File: src/rtl/conv_layer_sched_if.sv
// Layer datapath and feature-map RAM write port seen by the layer sequencer.
// master: sequencer side; slave: layer datapath / RAM side.
interface conv_layer_sched_if #(
    parameter int CNT_W = 16
);
    logic             layer_rst;
    logic             layer_start;
    logic             layer_done;
    logic             layer_out_valid;
    logic [31:0]      layer_out_data;
    logic             wr_en;
    logic             wr_bank;
    logic             rd_bank;
    logic [CNT_W-1:0] wr_addr;
    logic [7:0]       wr_data;

    modport master (
        output layer_rst, layer_start, wr_en, wr_bank, rd_bank, wr_addr, wr_data,
        input  layer_done, layer_out_valid, layer_out_data
    );

    modport slave (
        input  layer_rst, layer_start, wr_en, wr_bank, rd_bank, wr_addr, wr_data,
        output layer_done, layer_out_valid, layer_out_data
    );
endinterface

File: src/rtl/conv_layer_sched.sv
// Sequences the conv layers, captures each layer's output stream into the
// ping-pong feature RAM with 8-bit saturation, and flags timeout/count faults.
//
//  state    | meaning
//  ---------+-----------------------------------------------------------
//  S_IDLE   | waiting for run
//  S_LRST   | layer_rst asserted for one cycle
//  S_LSTART | layer_start pulse, counters cleared
//  S_RUN    | capturing pixels, watchdog running
//  S_CHECK  | compare pixel count with the layer's expected size
//  S_FINISH | done pulse, then back to idle
//  S_ERR    | sticky fault, layer held in reset until run or abort
module conv_layer_sched #(
    parameter int                          NUM_LAYERS = 3,
    parameter int                          CNT_W      = 16,
    parameter logic [NUM_LAYERS*CNT_W-1:0] OUT_COUNTS = {16'd2048, 16'd4096, 16'd16384},
    parameter int                          TIMEOUT    = 4096
) (
    input  logic               clk,
    input  logic               rst_n,
    input  logic               run,
    input  logic               abort,
    output logic               busy,
    output logic               done,
    output logic               error,
    output logic [1:0]         err_code,
    output logic [1:0]         layer_idx,
    conv_layer_sched_if.master lyr
);
    localparam int             WD_W     = $clog2(TIMEOUT + 1);
    // Fault when the increment would bring the watchdog to TIMEOUT-1.
    localparam logic [WD_W-1:0] WD_LAST  = WD_W'(TIMEOUT - 2);
    localparam logic [1:0]     LAST_IDX = 2'(NUM_LAYERS - 1);

    typedef enum logic [2:0] {
        S_IDLE, S_LRST, S_LSTART, S_RUN, S_CHECK, S_FINISH, S_ERR
    } state_t;

    state_t           state;
    logic [CNT_W-1:0] pix_cnt;
    logic [CNT_W-1:0] exp_cnt;
    logic [WD_W-1:0]  wd;
    logic             layer_rst_q;
    logic             layer_start_q;
    logic             wr_en_q;
    logic [CNT_W-1:0] wr_addr_q;
    logic [7:0]       wr_data_q;
    logic [7:0]       pix_sat;

    always_comb begin
        exp_cnt = '0;
        for (int i = 0; i < NUM_LAYERS; i++)
            if (layer_idx == 2'(i)) exp_cnt = OUT_COUNTS[i*CNT_W +: CNT_W];
    end

    always_comb begin
        if (lyr.layer_out_data[31])         pix_sat = 8'd0;
        else if (|lyr.layer_out_data[30:8]) pix_sat = 8'hff;
        else                                pix_sat = lyr.layer_out_data[7:0];
    end

    always_ff @(posedge clk or negedge rst_n) begin
        if (!rst_n) begin
            state         <= S_IDLE;
            busy          <= 1'b0;
            done          <= 1'b0;
            error         <= 1'b0;
            err_code      <= 2'd0;
            layer_idx     <= 2'd0;
            layer_rst_q   <= 1'b1;
            layer_start_q <= 1'b0;
            wr_en_q       <= 1'b0;
            wr_addr_q     <= '0;
            wr_data_q     <= 8'd0;
            pix_cnt       <= '0;
            wd            <= '0;
        end else begin
            done          <= 1'b0;
            layer_start_q <= 1'b0;
            wr_en_q       <= 1'b0;
            layer_rst_q   <= 1'b0;
            if (abort) begin
                state       <= S_IDLE;
                busy        <= 1'b0;
                error       <= 1'b0;
                err_code    <= 2'd0;
                layer_rst_q <= 1'b1;
            end else begin
                case (state)
                    S_IDLE, S_ERR: begin
                        layer_rst_q <= (state == S_ERR) || run;
                        if (run) begin
                            state     <= S_LRST;
                            layer_idx <= 2'd0;
                            error     <= 1'b0;
                            err_code  <= 2'd0;
                            busy      <= 1'b1;
                        end
                    end
                    S_LRST: begin
                        state         <= S_LSTART;
                        layer_start_q <= 1'b1;
                    end
                    S_LSTART: begin
                        state   <= S_RUN;
                        pix_cnt <= '0;
                        wd      <= '0;
                    end
                    S_RUN: begin
                        if (lyr.layer_out_valid && pix_cnt == exp_cnt) begin
                            state       <= S_ERR;
                            error       <= 1'b1;
                            err_code    <= 2'd2;
                            busy        <= 1'b0;
                            layer_rst_q <= 1'b1;
                        end else begin
                            if (lyr.layer_out_valid) begin
                                wr_en_q   <= 1'b1;
                                wr_addr_q <= pix_cnt;
                                wr_data_q <= pix_sat;
                                pix_cnt   <= pix_cnt + 1'b1;
                                wd        <= '0;
                            end
                            if (lyr.layer_done) begin
                                state <= S_CHECK;
                            end else if (!lyr.layer_out_valid) begin
                                if (wd == WD_LAST) begin
                                    state       <= S_ERR;
                                    error       <= 1'b1;
                                    err_code    <= 2'd1;
                                    busy        <= 1'b0;
                                    layer_rst_q <= 1'b1;
                                end else begin
                                    wd <= wd + 1'b1;
                                end
                            end
                        end
                    end
                    S_CHECK: begin
                        if (pix_cnt != exp_cnt) begin
                            state       <= S_ERR;
                            error       <= 1'b1;
                            err_code    <= 2'd3;
                            busy        <= 1'b0;
                            layer_rst_q <= 1'b1;
                        end else if (layer_idx == LAST_IDX) begin
                            state <= S_FINISH;
                            done  <= 1'b1;
                            busy  <= 1'b0;
                        end else begin
                            state       <= S_LRST;
                            layer_idx   <= layer_idx + 2'd1;
                            layer_rst_q <= 1'b1;
                        end
                    end
                    S_FINISH: state <= S_IDLE;
                    default:  state <= S_IDLE;
                endcase
            end
        end
    end

    assign lyr.layer_rst   = layer_rst_q;
    assign lyr.layer_start = layer_start_q;
    assign lyr.wr_en       = wr_en_q;
    assign lyr.wr_addr     = wr_addr_q;
    assign lyr.wr_data     = wr_data_q;
    assign lyr.wr_bank     = layer_idx[0];
    assign lyr.rd_bank     = ~layer_idx[0];
endmodule

File: src/flat_wrapper.sv
// flat-port wrapper written by rule: the top's interface ports become plain ports
module conv_layer_sched_flat 
#(
    parameter int                          NUM_LAYERS = 3,
    parameter int                          CNT_W      = 16,
    parameter logic [NUM_LAYERS*CNT_W-1:0] OUT_COUNTS = {16'd2048, 16'd4096, 16'd16384},
    parameter int                          TIMEOUT    = 4096
)
  (clk, rst_n, run, abort, busy, done, error, err_code, layer_idx, lyr_layer_rst, lyr_layer_start, lyr_wr_en, lyr_wr_bank, lyr_rd_bank, lyr_wr_addr, lyr_wr_data, lyr_layer_done, lyr_layer_out_valid, lyr_layer_out_data);
  conv_layer_sched_if #(.CNT_W(CNT_W)) lyr_i ();
  input  logic clk;
  input  logic rst_n;
  input  logic run;
  input  logic abort;
  output logic busy;
  output logic done;
  output logic error;
  output logic [1:0] err_code;
  output logic [1:0] layer_idx;
  output wire logic [$bits(lyr_i.layer_rst)-1:0] lyr_layer_rst;
  output wire logic [$bits(lyr_i.layer_start)-1:0] lyr_layer_start;
  output wire logic [$bits(lyr_i.wr_en)-1:0] lyr_wr_en;
  output wire logic [$bits(lyr_i.wr_bank)-1:0] lyr_wr_bank;
  output wire logic [$bits(lyr_i.rd_bank)-1:0] lyr_rd_bank;
  output wire logic [$bits(lyr_i.wr_addr)-1:0] lyr_wr_addr;
  output wire logic [$bits(lyr_i.wr_data)-1:0] lyr_wr_data;
  input wire logic [$bits(lyr_i.layer_done)-1:0] lyr_layer_done;
  input wire logic [$bits(lyr_i.layer_out_valid)-1:0] lyr_layer_out_valid;
  input wire logic [$bits(lyr_i.layer_out_data)-1:0] lyr_layer_out_data;
  assign lyr_layer_rst = lyr_i.layer_rst;
  assign lyr_layer_start = lyr_i.layer_start;
  assign lyr_wr_en = lyr_i.wr_en;
  assign lyr_wr_bank = lyr_i.wr_bank;
  assign lyr_rd_bank = lyr_i.rd_bank;
  assign lyr_wr_addr = lyr_i.wr_addr;
  assign lyr_wr_data = lyr_i.wr_data;
  assign lyr_i.layer_done = lyr_layer_done;
  assign lyr_i.layer_out_valid = lyr_layer_out_valid;
  assign lyr_i.layer_out_data = lyr_layer_out_data;
  conv_layer_sched #(.NUM_LAYERS(NUM_LAYERS), .CNT_W(CNT_W), .OUT_COUNTS(OUT_COUNTS), .TIMEOUT(TIMEOUT)) u_core (.clk(clk), .rst_n(rst_n), .run(run), .abort(abort), .busy(busy), .done(done), .error(error), .err_code(err_code), .layer_idx(layer_idx), .lyr(lyr_i));
endmodule
File: config.mk
export PLATFORM = sky130hd
export DESIGN_NAME = conv_layer_sched_flat
export DESIGN_NICKNAME = d
export VERILOG_FILES = /design/src/rtl/conv_layer_sched_if.sv /design/src/rtl/conv_layer_sched.sv /design/src/flat_wrapper.sv
export SDC_FILE = /design/constraint.sdc
export NUM_CORES = 1
export LEC_CHECK = 0
export BUFFER_PORTS_ARGS = -buffer_cell sky130_fd_sc_hd__buf_2
export CORE_ASPECT_RATIO = 1.4
export CORE_MARGIN = 2
export CORE_UTILIZATION = 45
export DETAILED_ROUTE_END_ITERATION = 8
export GPL_ROUTABILITY_DRIVEN = 0
export PLACE_DENSITY_LB_ADDON = 0.05
export SYNTH_ARGS = -nofsm -noshare
export SYNTH_HDL_FRONTEND = slang
export SYNTH_SLANG_ARGS = --single-unit
File: constraint.sdc
create_clock -name clk -period 2.4 [get_ports clk]
set_clock_uncertainty 0.05 [all_clocks]
set_input_delay 0.48 -clock clk [delete_from_list [all_inputs] [get_ports clk]]
set_output_delay 0.48 -clock clk [all_outputs]
set_load 0.005 [all_outputs]
==> out/results.tsv <==
metric	value	unit
outcome	finished clean	
DPL Wire Length	6.43	mm
Antenna Nets Post-Route	0	
via count	3297	
root buffer cell	clkbuf_8	
Ys Warns	0	
Setup Viol. Count Final	0	
Seq. cell area	1650	µm²
Hold Fails Final Rpt	0	
Ports	74	
CTS hold repair buffers	0	
Crit Path Max Fanout	7	
Congestion Overflow GR	0	
Core Footprint	7750	µm²
Startpoint Class	flip-flop	
area grow syn2layout	22.6	%
post-route cell area	4420	µm²
share of layout cells above drive strength 1	28.3	%
Max rail drop VDD	0.000385	V
Fmax	438	MHz
sequential share of the synthesized area	45.9	%
number of distinct library cells after synthesis	57	
Syn Area/Cell	9.10	µm²
Final nets	533	
Pre-antenna DRT Iters	4	
final wirelength	8.87	mm
crit path DAT	2.46	ns
PortBufs	73	
vias in the first global route	3144	
Max-cap violations	0	
clk buf depth	2	
Yosys reg bits	66	
die area	8750	µm²
largest net degree at the start of global routing	45	
Worst EP required	2.58	ns
DR DRC count	0	
# clock sinks	66	
CTS H-tree depth	3	
RSZ-0062 raised after global routing	false	
Overall Global Routing Usage	21.2	%
Cell Area, Placed	4180	µm²
Synth Net Count	441	
Num CTS Buffers	9	
area taken by multi-input logic gates	1840	µm²
Netlist Area Pre-Place	3600	µm²
final worst-path cycle share	95.2	%
Row Count	38	
initial core utilization	46.5	%
Avg WL per Cell	15.0	µm
fin crit period	2.28	ns
async set or reset register ratio after synthesis	100	%
die width	79.6	µm
Final Hold Slack	0.0726	ns
initial antenna violation count	0	
Initial DRC Count	229	
Setup crit end kind	flip-flop	
Most used DFF post-synth	dfrtp_1	
Slew Viols, Final	0	
number of synthesized flops with an enable pin	0	
FILL cells	729	
relative slew slack	54.8	%
hold crit path type	primary input to asynchronous set/reset pin	
Worst Tran Pin Value	0.678	ns
first-pass GRT wire length	14.3	mm
TritonCTS clock tree	built	
Leak	2.11	nW
CP Class	flip-flop to flip-flop	
clock slew at reported path FFs	0.07	ns
power per cell area	674	nW/µm²
Post-Synthesis Cells	396	
Antenna Cells	0	
Via-to-Cell Ratio	5.57	
Die Ht	110	µm
worst skew pair latency	0.35	ns
[metal layers]
| metal | GRT usage, % | share of wire [%] |
|---|---|---|
| met3 | 4.27 | 4.3 |
| met5 | 0 | 0 |
| met1 | 24.1 | 42 |
| met4 | 10.5 | 1.8 |
| met2 | 37.6 | 52 |
[logic make-up (layout without fill, tap and decap cells)]
logic type | after synthesis | after routing | synth area share [%]
compound gates | 80 | 80 | 14.6
xor+xnor | 9 | 9 | 2.19
fa+ha+maj | 7 | 7 | 2.43
buf+inv | 31 | 127 | 4.20
flops | 66 | 66 | 45.9
mux | 4 | 4 | 1.25
simple gates | 199 | 199 | 29.5
[cells in the final DEF (no fill, tap or decap), types with 10 or more instances in the layout]
| cell type | instances |
|---|---|
| or3_1 | 10 |
| dfrtp_1 | 65 |
| nand2_1 | 77 |
| or4_1 | 13 |
| buf_2 | 73 |
| buf_4 | 25 |
| nor2_1 | 30 |
| a21oi_1 | 18 |
| o31ai_1 | 17 |
| clkbuf_8 | 11 |
| o21ai_0 | 15 |
| nand3_1 | 13 |
| o211ai_1 | 12 |
[Yosys cell counts, drive strengths merged, types with 7 or more instances]
library cell / count / area share (%)
a21oi: 20 / 2.9
or4: 15 / 3.1
buf: 11 / 2.1
xnor2: 8 / 1.9
o211ai: 12 / 2.5
o21ai: 17 / 2.5
nand3: 13 / 1.8
nor3: 7 / 0.97
or3: 10 / 1.7
inv: 11 / 1.1
dfrtp: 65 / 45
clkbuf: 8 / 0.83
o31ai: 17 / 3.5
ha: 7 / 2.4
nor4: 10 / 2.3
nand2: 77 / 8.0
nor2: 31 / 3.3
nand4: 7 / 1.6
[critical path, cell delays in order (launching register included)]
cell	delay [ns]
dfrtp_1	0.39
inv_2	0.08
ha_2	0.17
nor4b_4	0.28
nand4_4	0.20
or4_4	0.54
o211ai_1	0.12
mux2_4	0.32
[cell type report]
cell class              count  share of cell area [%]
clock buffers              13                    3.60
clock inverters             2                   0.283
inverters                  12                    1.02
multi-input cells         299                    41.6
flip-flops and latches     66                    37.4
well taps                 100                    2.83
repair buffers            100                    13.2
[where the power goes]
| group | switching (mW) | total (mW) | internal, mW |
|---|---|---|---|
| clock network | 0.414 | 0.839 | 0.425 |
| logic | 0.435 | 0.794 | 0.359 |
| registers | 0.0932 | 1.34 | 1.25 |
| total | 0.942 | 2.98 | 2.04 |
[worst paths after layout]
kind                            slack [ns]  cells past startpoint                              start                                 to
worst max-delay path                  0.12                      7      u_core.pix_cnt[1]$_DFFE_PN0P_            u_core.busy$_DFFE_PN0P_
worst min-delay path                  0.07                      1                              rst_n         u_core.lyr.wr_en$_DFF_PN0_
worst max register to register        0.12                      7      u_core.pix_cnt[1]$_DFFE_PN0P_            u_core.busy$_DFFE_PN0P_
worst min register to register        0.42                      2  u_core.lyr.wr_addr[9]$_DFFE_PN0P_  u_core.lyr.wr_addr[9]$_DFFE_PN0P_
max in group asynchronous             1.60                      2                              rst_n  u_core.lyr.wr_data[1]$_DFFE_PN0P_
min in group clk                      0.37                      3              lyr_layer_out_data[1]  u_core.lyr.wr_data[1]$_DFFE_PN0P_
[metrics by stage]
stage	utilization [%]	power, mW	setup WS [ns]	setup TNS [ns]	cells
floorplan	-	1.83	0.0619	0	396
global placement	53.9	2.12	-0.0514	-0.0858	574
detailed placement	53.9	2.14	-0.0978	-0.365	574
CTS	56.2	2.99	0.00223	0	589
global route	57.0	3.17	0.00508	0	592
finish	57.0	2.98	0.115	0	592
[repair_timing]
item,CTS,global route
setup buffers,0,3
setup endpoints to repair,3,16
pin swaps,1,2
resized for setup,1,10
[sequential cells by signal, indices dropped and copies added (netlist names)]
register                flops
u_core.err_code             2
u_core.lyr.layer_start      1
u_core.wd                  13
u_core.layer_idx            2
u_core.busy                 1
u_core.state                3
u_core.lyr.wr_addr         16
u_core.pix_cnt             16
u_core.done                 1
u_core.error                1
u_core.lyr.wr_data          8
u_core.lyr.wr_en            1
u_core.lyr.layer_rst        1
Power figures use the tool's default switching activity.
